--- src/rtl/pb_debounce_pkg.sv ---
// Shared definitions for push-button conditioners: FSM state encoding and
// the legal range of the debounce length.
package pb_debounce_pkg;

  typedef enum logic [1:0] {
    IDLE         = 2'd0,
    PRESS_WAIT   = 2'd1,
    PRESSED      = 2'd2,
    RELEASE_WAIT = 2'd3
  } state_e;

  localparam int unsigned DEBOUNCE_MIN = 1;
  localparam int unsigned DEBOUNCE_MAX = 65535;

  function automatic bit debounce_cycles_legal(input int unsigned n);
    return (n >= DEBOUNCE_MIN) && (n <= DEBOUNCE_MAX);
  endfunction

endpackage

--- src/rtl/sync2.sv ---
// Two-flop synchroniser for a single asynchronous level; both flops clear on
// reset so a held input is seen as a fresh edge once reset releases.
module sync2 (
  input  logic clk,
  input  logic rst,
  input  logic d_i,
  output logic q_o
);

  logic s1_q;
  logic s2_q;

  // NOTE: flops use non-blocking assignments so s2 takes the old s1, giving two real stages.
  always_ff @(posedge clk) begin
    if (rst) begin
      s1_q <= 1'b0;
      s2_q <= 1'b0;
    end else begin
      s1_q <= d_i;
      s2_q <= s1_q;
    end
  end

  assign q_o = s2_q;

endmodule

--- src/rtl/pb_debounce_toggle.sv ---
// Push-button conditioner: synchronise, debounce, emit one T pulse per clean
// press and hold the resulting toggle state for the LED outputs.
module pb_debounce_toggle
  import pb_debounce_pkg::*;
#(
  parameter  int unsigned DEBOUNCE_CYCLES = 4,
  localparam int unsigned CNT_W           = $clog2(DEBOUNCE_CYCLES + 1)
) (
  input  logic clk,
  input  logic rst,
  input  logic button_raw,
  output logic button_level,
  output logic t_pulse,
  output logic q,
  output logic q_n
);

  if (!debounce_cycles_legal(DEBOUNCE_CYCLES)) begin : g_bad_debounce
    $error("pb_debounce_toggle: DEBOUNCE_CYCLES must be within 1..65535");
  end

  localparam logic [CNT_W-1:0] CNT_LAST = CNT_W'(DEBOUNCE_CYCLES - 1);

  logic             s2;
  state_e           state_q, state_d;
  logic [CNT_W-1:0] cnt_q, cnt_d;
  logic             pulse_q, pulse_d;
  logic             toggle_q, toggle_d;

  sync2 u_sync2 (
    .clk (clk),
    .rst (rst),
    .d_i (button_raw),
    .q_o (s2)
  );

  // NOTE: every output of this block gets a default first so no path infers a latch.
  always_comb begin
    state_d  = state_q;
    cnt_d    = cnt_q;
    pulse_d  = 1'b0;
    toggle_d = toggle_q;
    unique case (state_q)
      IDLE: begin
        if (s2) begin
          state_d = PRESS_WAIT;
          cnt_d   = '0;
        end
      end
      PRESS_WAIT: begin
        if (!s2) begin
          state_d = IDLE;
          cnt_d   = '0;
        end else if (cnt_q == CNT_LAST) begin
          state_d  = PRESSED;
          cnt_d    = '0;
          pulse_d  = 1'b1;
          toggle_d = ~toggle_q;
        end else begin
          cnt_d = cnt_q + CNT_W'(1);
        end
      end
      PRESSED: begin
        if (!s2) begin
          state_d = RELEASE_WAIT;
          cnt_d   = '0;
        end
      end
      RELEASE_WAIT: begin
        // A release never pulses; a re-press simply restores PRESSED.
        if (s2) begin
          state_d = PRESSED;
          cnt_d   = '0;
        end else if (cnt_q == CNT_LAST) begin
          state_d = IDLE;
          cnt_d   = '0;
        end else begin
          cnt_d = cnt_q + CNT_W'(1);
        end
      end
      default: begin
        state_d = IDLE;
        cnt_d   = '0;
      end
    endcase
  end

  always_ff @(posedge clk) begin
    if (rst) begin
      state_q  <= IDLE;
      cnt_q    <= '0;
      pulse_q  <= 1'b0;
      toggle_q <= 1'b0;
    end else begin
      state_q  <= state_d;
      cnt_q    <= cnt_d;
      pulse_q  <= pulse_d;
      toggle_q <= toggle_d;
    end
  end

  assign button_level = (state_q == PRESSED) || (state_q == RELEASE_WAIT);
  assign t_pulse      = pulse_q;
  assign q            = toggle_q;
  assign q_n          = ~toggle_q;

endmodule

--- config.mk ---
export PLATFORM = sky130hd
export DESIGN_NAME = pb_debounce_toggle
export DESIGN_NICKNAME = d
export VERILOG_FILES = /design/src/rtl/pb_debounce_pkg.sv /design/src/rtl/sync2.sv /design/src/rtl/pb_debounce_toggle.sv
export SDC_FILE = /design/constraint.sdc
export NUM_CORES = 1
export LEC_CHECK = 0
export BUFFER_PORTS_ARGS = -buffer_cell sky130_fd_sc_hd__clkbuf_2
export CAP_MARGIN = 20
export CORE_AREA = 10 10 47 49
export DETAILED_ROUTE_END_ITERATION = 8
export DIE_AREA = 0 0 57 59
export GPL_TIMING_DRIVEN = 0
export HOLD_SLACK_MARGIN = 0.03
export PLACE_DENSITY = 0.42
export SETUP_SLACK_MARGIN = 0.4
export SLEW_MARGIN = 20
export SYNTH_ARGS = -nofsm -noshare
export SYNTH_HDL_FRONTEND = slang
export SYNTH_SLANG_ARGS = --single-unit
--- constraint.sdc ---
create_clock -name clk -period 3.05 [get_ports clk]
set_input_delay 0.915 -clock clk [delete_from_list [all_inputs] [get_ports clk]]
set_output_delay 0.915 -clock clk [all_outputs]
set_load 0.02 [all_outputs]
; Word level (Yosys, flattened, before mapping)
; Index checks and enable logic that the tools add are counted.
; Widths: inputs -> output; s select.
[word_totals]
input_bits = 3
regBits = 9
output_inout_bits = 4
wordCells = 38
[op_classes]
n_mux = 14
eq_ne = 8
addsub = 1
bitwise = 3
reduce_logical = 6
[ops]
columns = cell, n
row1 = $mux 3, 5
row2 = $mux 2, 6
row3 = $pmux 3 s4, 1
row4 = $pmux 2 s4, 1
row5 = $eq 2x2->1 const B, 2
row6 = $reduce_and 4->1, 1
row7 = $add 3x1->3 const B, 1
row8 = $eq 3x2->1 const B, 1
row9 = $ne 3x2->1 const B, 1
row10 = $ne 3x3->1 const B, 1
row11 = $not 1->1, 3
row12 = $reduce_and 3->1, 1
row13 = $reduce_or 3->1, 1
row14 = $eq 2x1->1 const B, 1
row15 = $logic_not 2->1, 1
row16 = $ne 2x1->1 const B, 1
row17 = $ne 2x2->1 const B, 1
row18 = $reduce_and 2->1, 1
row19 = $logic_or 1x1->1, 1
row20 = $mux 1, 1

; Logic depth before layout (Yosys ltp)
; Gate-level depths: netlist of the first run.
[depth]
word_depth = 4
mapped_depth = 4
ltp_nobuf = 4

; Modules after synthesis
; From an unflattened synthesis of the first run, not the netlist that was laid out.
[unflattened]
cells_unflattened = 38
area_unflattened_um2 = 357.8
[by_module_without_submodules]
columns = mod, area_each_um2, n_inst, cells_each
row1 = pb_debounce_toggle, 305.3, 1, 34
row2 = sync2, 52.6, 1, 4

; Worst setup path before layout of the first run
; OpenSTA, ideal clock, no wires.
[synth_timing]
path_kind = reg-to-output
from = register (tool-made name)
to = output port button_level
arrival_time_ps = 1011
stages_incl_launch_ff = 2
required_time_ps = 2135
path_buffers = 1
path_slack_ps = 1124
path_cell_list = dfxtp_1 > dlygate4sd3_1
[synth_lines]
columns = element, line_no
row1 = to (decl), pb_debounce_toggle.sv:12  ; output logic button_level,

==> run_results.csv, run 1 <==
group,metric,value,unit
placed_design,placed_area,418,um^2
detailed_routing,drt_first_iter_violations,4,
clock_tree,cts_tree,"yes",
yosys,yosysTopAreaCell,"dfxtp_1",
critical_path,cp.arrival,1.34,ns
yosys,synth_top_area_share,0.490,
sta,clock.fmax,0.443,GHz
grt,track_usage,0.0433,
clock_tree,cts-resized-gates,0,
pwr,seqPwrFrac,0.558,
detailed_routing,wirelength,612,um
clock_tree,root_buffer,"clkbuf_4",
cells_and_area,fin_nets,51,
cells_and_area,synthToLayoutAreaGrowth,20.7,%
pwr,power.share.clock,0.407,
critical_path,slowest_stage,"dlygate4sd3_1",
yosys,synth_area,368,um^2
clock_tree,post_cts_buffers,0,
critical_path,worstPathRequired,2.13,ns
sta,setup_viol,0,
critical_path,crit_type,"reg2out",
grt,antenna_found_initial,0,
sta,hold_viol_final,0,
cells_and_area,layout-drive-gt1-share,0.239,
sta,worst_pin_slew,0.390,ns
critical_path,critical-path-max-stage-delay,0.56,ns
cells_and_area,design_area,444,um^2
sta,min_period_over_period,0.740,
yosys,synth-seq-cells,9,
yosys,synth-edff-count,0,
outcome,status,"complete, no violations",
clock_tree,clockBufferDepth,2,
grt,gr-total-overflow,0,
die,rows,14,
critical_path,cp-end-kind,"primary output",
sta,setup_tns,0,ns
yosys,yosysUniqueCellTypes,22,
yosys,yosysSeqAreaShare,0.490,
die,coreArea,1400,um^2
placed_design,post-place-ws,1.06,ns
clock_tree,clk_pin_slew_worst_paths,0.06,ns
pwr,ir_drop,0.217,mV
flow_run,maxCapViolCount,0,
sta,fin_crit,2.26,ns
placed_design,globalplace.congestion,0.741,
yosys,synth.avg_cell_area,10.2,um^2
critical_path,crit_path_max_fanout,4,
pwr,intPower,173,uW
sta,max_slew_margin,0.740,
placed_design,io_buffers,6,
clock_tree,cts_num_sinks,9,
grt,grt_pass1_wl,1140,um
critical_path,critPathLaunchType,"register",
clock_tree,cts-buffers-inserted,3,
pwr,powerDensity,485,nW/um^2
pwr,swShare,0.197,
critical_path,cp.buffers_inverters,2,
yosys,synth-main-ff-cell,"dfxtp_1",
min_path,hold_path_class,"reg2reg",
grt,grt_max_degree,11,
sta,timing.final.ws_setup,0.794,ns
detailed_routing,drtPass1Iterations,4,
detailed_routing,drc_errors,0,
pwr,power.leakage,0.184,nW
die,die_h,59,um
yosys,synthCells,36,
cells_and_area,diodes,0,
sta,rsz0062_at_grt,"no",
grt,grt_pass1_vias,288,
yosys,synthArstFlopShare,0,
clock_tree,htreeDepth,1,
critical_path,path_cells,"dlygate4sd3_1 -> clkbuf_2",
sta,fin_worst_skew,0.00222,ns
clock_tree,clock_latency,0.25,ns
die,dieArea,3360,um^2
detailed_routing,detail-route-antenna-nets,0,
clock_tree,cts-hold-fix-buffers,0,
detailed_routing,wire_per_inst,9.87,um
critical_path,cp_top_family,"buffers and inverters",
sta,drv_slew,0,
yosys,syn-num-nets,40,
detailed_routing,viasPerCell,4.31,
pwr,p_sw,42.6,uW
yosys,ys_top_cells_by_area,"dfxtp_1, or4b_1, nand2b_1, ha_1, nor2b_1",
die,initial_core_util,0.263,
die,io_pins,7,
detailed_routing,vias,267,
die,fp.dieW,57,um
placed_design,dpl.hpwl,513,um
pwr,p_comb_frac,0.035,
yosys,ys_warn_count,0,
==> layout make-up <==
| class | count | area (um^2) |
|---|---|---|
| tap | 16 | 20.0 |
| buffer | 2 | 13.8 |
| multi-input combinational | 24 | 170 |
| sequential | 9 | 180 |
| inverter | 1 | 3.75 |
| clock buffer | 4 | 26.3 |
| timing repair buffer | 6 | 30.0 |
| fill | 155 | 957 |
==> cells by family after synthesis <==
group,count (synthesis),synth area share
xor+xnor,1,0.0238
fa+ha+maj,1,0.0340
simple gates,16,0.286
mux,2,0.0578
compound gates,4,0.0612
buf+inv,3,0.0476
flops,9,0.490
==> worst register-to-register path: cells and delay by family, from the launching register on <==
| family | cells | cell delay (ns) |
|---|---|---|
| muxes | 1 | 0.38 |
| DFF | 1 | 0.37 |
| xor gates and xnor gates | 1 | 0.32 |
| and+or+nand+nor | 1 | 0.17 |
==> layer usage <==
layer	wire [um]	global-route usage
met3	58	0.0429
met1	274	0.0346
met4	0	0.0101
met2	280	0.0744
met5	0	0
==> stage by stage <==
stage                     hold slack [ns]  cells  utilization  power [mW]
after CTS                           0.453     62        0.317       0.222
after global placement              0.424     58        0.298       0.130
after detailed placement            0.441     58        0.298       0.131
after floorplan                     0.414     36            -       0.128
final                               0.445     62        0.317       0.216
after global routing                0.457     62        0.317       0.229
==> cell usage after synthesis, types with 2 or more instances <==
| library cell | count |
|---|---|
| dfxtp_1 | 9 |
| nand2b_1 | 3 |
| nor2_1 | 2 |
| nor2b_1 | 2 |
| o21ai_0 | 2 |
| or4b_1 | 2 |
==> power by group through the flow <==
stage / logic (mW) / registers, mW / clock network (mW)
5_1_grt: 0.00858 / 0.120 / 0.0998
3_3_place_gp: 0.00743 / 0.123 / 0
2_1_floorplan: 0.00527 / 0.123 / 0
3_5_place_dp: 0.00767 / 0.123 / 0
6_report: 0.00751 / 0.120 / 0.0877
4_1_cts: 0.00769 / 0.120 / 0.0940
==> final timing paths <==
path                 from            to  slack (ns)  cells past startpoint
max              register  button_level        0.79                      2
max reg2reg      register      cnt_q[2]        1.74                      3
min          u_sync2.s1_q   u_sync2.q_o        0.44                      1
min reg2reg  u_sync2.s1_q   u_sync2.q_o        0.44                      1
==> cell usage in the layout (no fill, tap or decap) <==
cell	n
dfxtp_1	9
clkbuf_2	6
nand2b_1	3
clkbuf_4	3
clkbuf_1	2
o21ai_0	2
nor2b_1	2
or4b_1	2
nor2_1	2
inv_1	1
dlygate4sd3_1	1
nand3b_2	1
or2b_1	1
nor3_1	1
or3_1	1
a21oi_1	1
xor2_1	1
nand3_1	1
o31ai_1	1
nand2_1	1
mux2i_1	1
mux2_2	1
nor3b_1	1
ha_1	1
Note: power is estimated with default switching activity, not from simulation.
==> run 2, diff against run 1 <==
==> constraint.sdc (replaced) <==
create_clock -name clk -period 2.2 [get_ports clk]
set_input_delay 0.66 -clock clk [delete_from_list [all_inputs] [get_ports clk]]
set_output_delay 0.66 -clock clk [all_outputs]
set_load 0.02 [all_outputs]
==> run 2 against run 1 <==
Effect of this change:
- setup slack got worse by 0.054 ns
- final cell count unchanged
- non-clock buffer count unchanged
- flip-flop and latch count unchanged
- sequential power increased by 39%
- register-to-register slack got worse by 0.92 ns
- cell area increased by 1.7%
- die area unchanged
- via count increased by 0.37%
- core utilization increased by 0.54 points
- clock skew about the same
- critical path depth unchanged
- largest power group unchanged
==> run_results.csv, run 2 (synthesis results as in run 1) <==
group,metric,value,unit
sta,fin_crit,1.46,ns
pwr,power.leakage,0.185,nW
sta,setup_viol,0,
cells_and_area,synthToLayoutAreaGrowth,22.8,%
detailed_routing,drtPass1Iterations,4,
detailed_routing,drc_errors,0,
min_path,hold_path_class,"reg2reg",
outcome,status,"complete, no violations",
pwr,intPower,240,uW
placed_design,placed_area,418,um^2
sta,max_slew_margin,0.740,
pwr,powerDensity,662,nW/um^2
critical_path,ff2ff_setup_slack,0.82,ns
placed_design,globalplace.congestion,0.741,
critical_path,reg2reg_depth,4,
detailed_routing,detail-route-antenna-nets,0,
critical_path,path_cells,"inv_1 -> clkbuf_2",
sta,worst_pin_slew,0.390,ns
pwr,power.share.clock,0.407,
sta,clock.fmax,0.685,GHz
critical_path,critical-path-max-stage-delay,0.35,ns
critical_path,cp-end-kind,"primary output",
detailed_routing,vias,268,
min_path,holdPathEnd,"u_sync2.q_o",
critical_path,cp.buffers_inverters,2,
die,coreArea,1400,um^2
placed_design,io_buffers,6,
cells_and_area,layout_commonest_cell,"dfxtp_1",
die,rows,14,
grt,gr-total-overflow,0,
cells_and_area,fin_nets,51,
cells_and_area,diodes,0,
critical_path,regToRegEndpoint,"cnt_q[2]",
clock_tree,cts_tree,"yes",
pwr,p_sw,59.1,uW
pwr,ir_drop,0.304,mV
cells_and_area,layout-drive-gt1-share,0.283,
cells_and_area,final_cells,62,
sta,min_period_over_period,0.664,
pwr,swShare,0.198,
min_path,holdPathStages,1,
clock_tree,clk_pin_slew_worst_paths,0.06,ns
pwr,seqPwrFrac,0.558,
detailed_routing,drt_first_iter_violations,5,
detailed_routing,wirelength,621,um
detailed_routing,viasPerCell,4.32,
grt,grt_pass1_wl,1150,um
sta,rsz0062_at_grt,"no",
sta,setup_tns,0,ns
die,dieArea,3360,um^2
cells_and_area,multi_input_comb_area,170,um^2
flow_run,maxCapViolCount,0,
die,fp.dieW,57,um
critical_path,worstPathRequired,1.54,ns
cells_and_area,final_cell_mix,"dfxtp_1, clkbuf_2, nand2b_1, clkbuf_4",
critical_path,crit_path_max_fanout,4,
clock_tree,cts-buffers-inserted,3,
placed_design,placed_cells,58,
clock_tree,clockBufferDepth,2,
grt,grt_pass1_vias,288,
critical_path,crit_type,"reg2out",
grt,track_usage,0.0437,
cells_and_area,seq_area,181,um^2
die,die_h,59,um
critical_path,cp_top_family,"flip-flops",
die,io_pins,7,
placed_design,dpl.hpwl,513,um
cells_and_area,fill_cells,157,
clock_tree,cts_num_sinks,9,
cells_and_area,design_area,452,um^2
critical_path,cp.arrival,0.80,ns
clock_tree,htreeDepth,1,
sta,hold_viol_final,0,
clock_tree,clock_latency,0.25,ns
sta,fin_worst_skew,0.00228,ns
die,initial_core_util,0.263,
pwr,p_comb_frac,0.035,
sta,drv_slew,0,
grt,antenna_found_initial,0,
critical_path,slowest_stage,"dfxtp_1",
min_path,worstHoldStart,"u_sync2.s1_q",
clock_tree,root_buffer,"clkbuf_4",
grt,grt_max_degree,11,
critical_path,critPathLaunchType,"register",
detailed_routing,wire_per_inst,10.0,um
==> run 2: power by group through the flow <==
stage                     registers (mW)  logic [mW]  clock network [mW]
after floorplan                    0.170     0.00731                   0
after global placement             0.170      0.0103                   0
after detailed placement           0.170      0.0106                   0
after CTS                          0.167      0.0107               0.130
after global routing               0.167      0.0119               0.138
final                              0.167      0.0104               0.122
==> run 2: how the worst max path moves through the flow <==
stage | cells after the start | endpoint | from | slack [ns]
4_1_cts | 2 | q_n | q | 0.71
3_3_place_gp | 2 | button_level | register | 0.48
6_report | 2 | q_n | q | 0.74
5_1_grt | 2 | q_n | q | 0.67
3_5_place_dp | 2 | button_level | register | 0.47
2_1_floorplan | 1 | button_level | register | 0.53
==> run 2: worst reg2reg max path, cell delays in order (launching register included) <==
cell and delay, ns:
dfxtp_2 0.32, buf_4 0.13, xor2_1 0.31, mux2_2 0.38
nor3b_1 0.17
==> run 2: cell type report <==
type                            count  share of cell area
Sequential cell                     9               0.402
Multi-Input combinational cell     24               0.377
Timing Repair Buffer                7               0.102
Clock buffer                        4              0.0582
Tap cell                           16              0.0443
Buffer                              1             0.00831
Inverter                            1             0.00831
==> run 2: per-layer routing <==
metal / track usage / part of all wire / up-vias
met2: 0.0744 / 0.46 / 7
met4: 0.0101 / 0 / 0
met5: 0 / 0 / -
met3: 0.0429 / 0.093 / 0
met1: 0.0358 / 0.45 / 119
li1: - / - / 142
==> run 2: through the flow <==
stage               power [mW]   util  hold slack, ns  worst slack (ns)
floorplan                0.177      -           0.414             0.529
global route             0.317  0.322           0.458             0.670
detailed placement       0.181  0.298           0.441             0.466
global placement         0.181  0.298           0.424             0.476
CTS                      0.308  0.322           0.453             0.714
finish                   0.299  0.322           0.445             0.740
==> run 2: timing repair <==
action | in CTS | in global routing
buffers inserted | 1 | 0
gates resized for setup | 3 | 0
hold buffers | 0 | 0
setup endpoints to repair | 1 | 0
